===== src/rtl/exmem_copy_master.sv =====
// Wishbone block-copy initiator: reads up to BUF_DEPTH words into a local buffer,
// writes them to the destination range, and repeats chunkwise until the length is consumed.
module exmem_copy_master #(
   parameter int unsigned BUF_DEPTH = 8,
   parameter int unsigned LEN_W     = 16,
   parameter int unsigned TIMEOUT   = 255
) (
   input  logic             wb_clk_i,
   input  logic             wb_rst_i,
   input  logic             cmd_valid,
   output logic             cmd_ready,
   input  logic [31:0]      cmd_src,
   input  logic [31:0]      cmd_dst,
   input  logic [LEN_W-1:0] cmd_len,
   output logic             busy,
   output logic             done,
   output logic             err,
   output logic             wbm_cyc_o,
   output logic             wbm_stb_o,
   output logic             wbm_we_o,
   output logic [3:0]       wbm_sel_o,
   output logic [31:0]      wbm_adr_o,
   output logic [31:0]      wbm_dat_o,
   input  logic             wbm_ack_i,
   input  logic [31:0]      wbm_dat_i
);

   localparam int unsigned PTR_W = $clog2(BUF_DEPTH);
   localparam int unsigned CNT_W = PTR_W + 1;
   localparam int unsigned TO_W  = 16;

   typedef enum logic [2:0] {
      S_IDLE,
      S_RD_REQ,
      S_RD_GAP,
      S_WR_REQ,
      S_WR_GAP
   } state_e;

   state_e             state_q, state_d;
   logic [31:0]        src_q, src_d;
   logic [31:0]        dst_q, dst_d;
   logic [LEN_W-1:0]   rem_q, rem_d;
   logic [CNT_W-1:0]   chunk_q, chunk_d;
   logic [CNT_W-1:0]   wptr_q, wptr_d;
   logic [CNT_W-1:0]   rptr_q, rptr_d;
   logic [TO_W-1:0]    to_q, to_d;
   logic               done_q, done_d;
   logic               err_q, err_d;
   logic               ready_q, ready_d;
   logic               busy_q, busy_d;
   logic               stb_q, stb_d;
   logic               we_q, we_d;
   logic [3:0]         sel_q, sel_d;
   logic [31:0]        adr_q, adr_d;
   logic [31:0]        dat_q, dat_d;
   logic               mem_we;
   logic [31:0]        mem_q [BUF_DEPTH];

   // Words in the next chunk: the smaller of what is left and the buffer size.
   function automatic logic [CNT_W-1:0] chunk_of(input logic [LEN_W-1:0] rem);
      if (32'(rem) > BUF_DEPTH) return CNT_W'(BUF_DEPTH);
      return CNT_W'(rem);
   endfunction

   always_comb begin
      state_d = state_q;
      src_d   = src_q;
      dst_d   = dst_q;
      rem_d   = rem_q;
      chunk_d = chunk_q;
      wptr_d  = wptr_q;
      rptr_d  = rptr_q;
      to_d    = to_q;
      done_d  = 1'b0;
      err_d   = 1'b0;
      mem_we  = 1'b0;

      case (state_q)
         S_IDLE: begin
            to_d = '0;
            if (cmd_valid) begin
               src_d  = cmd_src & 32'hFFFF_FFFC;
               dst_d  = cmd_dst & 32'hFFFF_FFFC;
               rem_d  = cmd_len;
               wptr_d = '0;
               rptr_d = '0;
               if (cmd_len == '0) begin
                  done_d = 1'b1;
               end else begin
                  chunk_d = chunk_of(cmd_len);
                  state_d = S_RD_REQ;
               end
            end
         end
         S_RD_REQ: begin
            if (wbm_ack_i) begin
               mem_we  = 1'b1;
               wptr_d  = wptr_q + CNT_W'(1);
               src_d   = src_q + 32'd4;
               state_d = S_RD_GAP;
            end else if (to_q == TO_W'(TIMEOUT - 1)) begin
               state_d = S_IDLE;
               err_d   = 1'b1;
               wptr_d  = '0;
               rptr_d  = '0;
               rem_d   = '0;
               to_d    = '0;
            end else begin
               to_d = to_q + TO_W'(1);
            end
         end
         S_RD_GAP: begin
            to_d = '0;
            if (wptr_q == chunk_q) begin
               wptr_d  = '0;
               state_d = S_WR_REQ;
            end else begin
               state_d = S_RD_REQ;
            end
         end
         S_WR_REQ: begin
            if (wbm_ack_i) begin
               rptr_d  = rptr_q + CNT_W'(1);
               dst_d   = dst_q + 32'd4;
               state_d = S_WR_GAP;
            end else if (to_q == TO_W'(TIMEOUT - 1)) begin
               state_d = S_IDLE;
               err_d   = 1'b1;
               wptr_d  = '0;
               rptr_d  = '0;
               rem_d   = '0;
               to_d    = '0;
            end else begin
               to_d = to_q + TO_W'(1);
            end
         end
         S_WR_GAP: begin
            to_d = '0;
            if (rptr_q < chunk_q) begin
               state_d = S_WR_REQ;
            end else begin
               rptr_d = '0;
               rem_d  = rem_q - LEN_W'(chunk_q);
               if (rem_d == '0) begin
                  done_d  = 1'b1;
                  state_d = S_IDLE;
               end else begin
                  chunk_d = chunk_of(rem_d);
                  state_d = S_RD_REQ;
               end
            end
         end
         default: state_d = S_IDLE;
      endcase

      // Bus outputs follow the next state so they are registered yet aligned with it.
      ready_d = (state_d == S_IDLE);
      busy_d  = (state_d != S_IDLE);
      stb_d   = (state_d == S_RD_REQ) || (state_d == S_WR_REQ);
      we_d    = (state_d == S_WR_REQ);
      sel_d   = we_d ? 4'hF : 4'h0;
      adr_d   = adr_q;
      dat_d   = dat_q;
      if (state_d == S_RD_REQ) begin
         adr_d = src_d;
      end else if (state_d == S_WR_REQ) begin
         adr_d = dst_d;
         dat_d = mem_q[rptr_d[PTR_W-1:0]];
      end
   end

   always_ff @(posedge wb_clk_i or posedge wb_rst_i) begin
      if (wb_rst_i) begin
         state_q <= S_IDLE;
         src_q   <= '0;
         dst_q   <= '0;
         rem_q   <= '0;
         chunk_q <= '0;
         wptr_q  <= '0;
         rptr_q  <= '0;
         to_q    <= '0;
         done_q  <= 1'b0;
         err_q   <= 1'b0;
         ready_q <= 1'b1;
         busy_q  <= 1'b0;
         stb_q   <= 1'b0;
         we_q    <= 1'b0;
         sel_q   <= 4'h0;
         adr_q   <= '0;
         dat_q   <= '0;
      end else begin
         state_q <= state_d;
         src_q   <= src_d;
         dst_q   <= dst_d;
         rem_q   <= rem_d;
         chunk_q <= chunk_d;
         wptr_q  <= wptr_d;
         rptr_q  <= rptr_d;
         to_q    <= to_d;
         done_q  <= done_d;
         err_q   <= err_d;
         ready_q <= ready_d;
         busy_q  <= busy_d;
         stb_q   <= stb_d;
         we_q    <= we_d;
         sel_q   <= sel_d;
         adr_q   <= adr_d;
         dat_q   <= dat_d;
      end
   end

   // Chunk buffer; contents need no reset since pointers gate every use.
   always_ff @(posedge wb_clk_i) begin
      if (mem_we) mem_q[wptr_q[PTR_W-1:0]] <= wbm_dat_i;
   end

   assign cmd_ready = ready_q;
   assign busy      = busy_q;
   assign done      = done_q;
   assign err       = err_q;
   assign wbm_cyc_o = stb_q;
   assign wbm_stb_o = stb_q;
   assign wbm_we_o  = we_q;
   assign wbm_sel_o = sel_q;
   assign wbm_adr_o = adr_q;
   assign wbm_dat_o = dat_q;

endmodule


===== config.mk =====
export PLATFORM = sky130hd
export DESIGN_NAME = exmem_copy_master
export DESIGN_NICKNAME = d
export VERILOG_FILES = /design/src/rtl/exmem_copy_master.sv
export SDC_FILE = /design/constraint.sdc
export NUM_CORES = 1
export LEC_CHECK = 0
export ABC_AREA = 1
export BUFFER_PORTS_ARGS = -buffer_cell sky130_fd_sc_hd__buf_2
export CORE_MARGIN = 2
export CORE_UTILIZATION = 35
export CTS_BUF_LIST = sky130_fd_sc_hd__clkbuf_2
export CTS_CLUSTER_DIAMETER = 60
export DETAILED_ROUTE_END_ITERATION = 10
export PLACE_DENSITY_LB_ADDON = 0.15
export SLEW_MARGIN = 5
export SYNTH_ARGS = -nofsm -noshare
export SYNTH_HDL_FRONTEND = slang
export SYNTH_SLANG_ARGS = --single-unit

===== constraint.sdc =====
create_clock -name wb_clk_i -period 7.85 [get_ports wb_clk_i]
set_input_delay 0.785 -clock wb_clk_i [delete_from_list [all_inputs] [get_ports wb_clk_i]]
set_output_delay 0.785 -clock wb_clk_i [all_outputs]
set_load 0.01 [all_outputs]

==> reports/results.tsv <==
stage	metric	value	unit
synthesis	synthXorXnorAreaFrac	1.42	%
synthesis	yosysWarnings	0	
floorplan	placementRows	90	
finish	finalNonFillerCells	3602	
sta	hold_viol	0	
synthesis	synth-seq-cells	437	
sta	tightest_slew	1200	ps
outcome	status	finished clean	
drt	viasPerCell	4.97	
sta	setup_viol	0	
cts	cts_buffer_depth	3	
critical_path	crit_type	flop to flop	
finish	seq_area	12200	sq um
placement	routabilityCongestion	0.884	
drt	ant_nets	0	
floorplan	ios	191	
cts	path_clk_slew	100	ps
sta	period_needed	4780	ps
pwr	power	8.79	mW
floorplan	start_util	35.6	%
floorplan	die_h	252	um
cts	cts_tree	built	
min_path	hp-class	input port to flop	
sta	maxSlewHeadroom	20.0	%
critical_path	crit_fanout	66	
synthesis	syn_area	21600	sq um
placement	post-place-ws	3030	ps
finish	drive_above_1_share	17.1	%
synthesis	async_flop_share	41.4	%
placement	numPlacedInstances	3267	
synthesis	synthAdderAreaFrac	0.906	%
critical_path	crit_path_end_kind	flop	
synthesis	synth_cells	2394	
cts	htreeDepth	3	
synthesis	synth_compound_area_share	5.33	%
synthesis	ys.flop_type	edfxtp_1	
sta	final.setup.worst_slack	3070	ps
synthesis	synth-edff-count	256	
cts	clk_latency	1200	ps
placement	port_buffers	186	
placement	placed_cell_area	23000	sq um
finish	final_common_cell	nand2_1	
floorplan	coreArea	60600	sq um
synthesis	synth-simple-area-share	26.3	%
drt	dr.pass1.iters	5	
pwr	powerDensity	347	nW/um^2
synthesis	synth_nets	2525	
sta	hold-worst-slack	155	ps
cts	cts.sinks	437	
critical_path	cp.required	8930	ps
grt	grt_antenna_before_repair	4	
drt	via_count	17900	
finish	final_core_util	41.8	%
grt	grtUsageTotal	19.6	%
sta	fmax	209	MHz
grt	grt_pass1_vias	17800	
finish	layout_common_cells	nand2_1 (582), nand3_1 (456), inv_1 (326)	
synthesis	synth_mux_area_share	0.0523	%
floorplan	die_area	63600	sq um
sta	timing.final.crit_share	60.9	%
sta	finalMaxSlewViolations	0	
grt	grt_max_degree	130	
finish	syn2layout_area_growth	17.4	%
sta	setup_tns	0	ps
drt	wl	62700	um
finish	final_area	25300	sq um
floorplan	die_x	252	um
grt	grt_overflow	0	
placement	dpl.hpwl	36600	um
drt	drc	0	
sta	rsz0062_at_grt	no	
finish	multi_input_area	7460	sq um
synthesis	ys_seq_area_share	56.7	%
synthesis	synth_top_family_by_area	simple AND/OR/NAND/NOR gates	
synthesis	avgSynthCellArea	9.00	sq um
cts	cts_setup_buffers	0	
critical_path	cp.arrival	5850	ps
finish	nNetsFinal	2844	
flow_run	drv_cap	0	
grt	grt_pass1_wl	97500	um
pwr	leakagePower	11.6	nW
sta	fin_worst_skew	137	ps
synthesis	ys_types	66	
cts	ctsHoldBuffers	106	
cts	cts_resized	0	
critical_path	start_kind	flop	
pwr	peakVddDrop	0.000262	V
finish	nFillCells	6101	
critical_path	rrSetupSlack	3070	ps
drt	avgRoutedWirePerCell	17.4	um
cts	cts-root-buf	clkbuf_2	
drt	initialDrtViolationCount	1204	
cts	cts_buffers	120	
## power breakdown
group          leakage (nW)  internal [mW]  switching (mW)
clock                 0.904          0.740            1.02
sequential             4.63           2.91           0.361
combinational          6.04           1.17            2.59
total                  11.6           4.82            3.97
## worst paths after layout
path,startpoint,endpoint,cells after the start
worst max-delay path,state_q[0],wbm_dat_o[25],13
worst min-delay path,cmd_len[6],rem_q[6],5
worst max register to register,state_q[0],wbm_dat_o[25],13
worst min register to register,dst_q[1],dst_q[1],2
max in group asynchronous,wb_rst_i,rem_q[2],4
min in group asynchronous,wb_rst_i,wbm_dat_o[19],3
## metal layers
metal | GRT usage (%) | share of wire [%] | routed length (um) | up-vias
met5 | 0 | 0.035 | 22 | -
li1 | - | - | - | 8697
met4 | 7.71 | 2.7 | 1700 | 4
met3 | 3.59 | 5.5 | 3430 | 130
met2 | 32.3 | 47 | 29700 | 556
met1 | 25.7 | 44 | 27800 | 8532
## synthesized netlist by cell type (all sizes together) (2+ instances only)
cell	n	area share [%]
o21bai	3	0.10
o21ai	54	1.3
o221ai	2	0.081
o211ai	16	0.58
a21oi	34	0.82
o22ai	9	0.26
nor3	39	0.93
xor2	24	0.98
inv	339	5.9
and3	3	0.087
nand2	605	11
a32oi	2	0.081
or2	3	0.087
dfrtp	180	21
a22oi	37	1.3
clkinv	2	0.035
a31oi	6	0.17
nand4	29	0.90
o21a	2	0.070
nor3b	2	0.070
edfxtp	256	36
nand3	460	11
nand3b	3	0.10
nor4	5	0.17
o2111ai	2	0.081
ha	14	0.81
nor2	120	2.3
and2	2	0.058
clkbuf	24	0.42
xnor2	11	0.45
buf	91	2.9
## sequential cells by signal (all words and copies together) (netlist names)
signal	count
mem_q	256
dst_q	32
src_q	32
wbm_adr_o	32
wbm_dat_o	32
rem_q	16
to_q	16
chunk_q	4
rptr_q	4
wptr_q	4
state_q	3
busy	1
cmd_ready	1
done	1
err	1
wbm_cyc_o	1
wbm_sel_o	1
## layout make-up
cell class,count,share of cell area (%)
inverter,341,5.12
clock buffer,184,3.64
sequential,437,48.3
antenna,2,0.0198
clock inverter,43,1.10
multi-input combinational,1501,29.5
timing repair buffer,312,8.51
tap,782,3.87
## kinds of logic after synthesis
group	Yosys count
AND/OR/NAND/NOR	1271
multiplexers	1
AO/OA/AOI/OAI	179
adder cells (fa/ha/maj)	15
flip-flops	437
XOR/XNOR	35
buffers and inverters	456
## critical path, stage by stage (launching register included)
cell and delay (ps):
dfrtp_1 580, inv_4 70, nor2_2 890, inv_2 420, nor2_1 210, o211ai_1 120
nand2_2 90, buf_4 720, clkinv_2 510, buf_4 490, nand3_1 190, nand3_1 80
nand3_1 210, nand2_1 80
(Power assumes the default switching activity.)
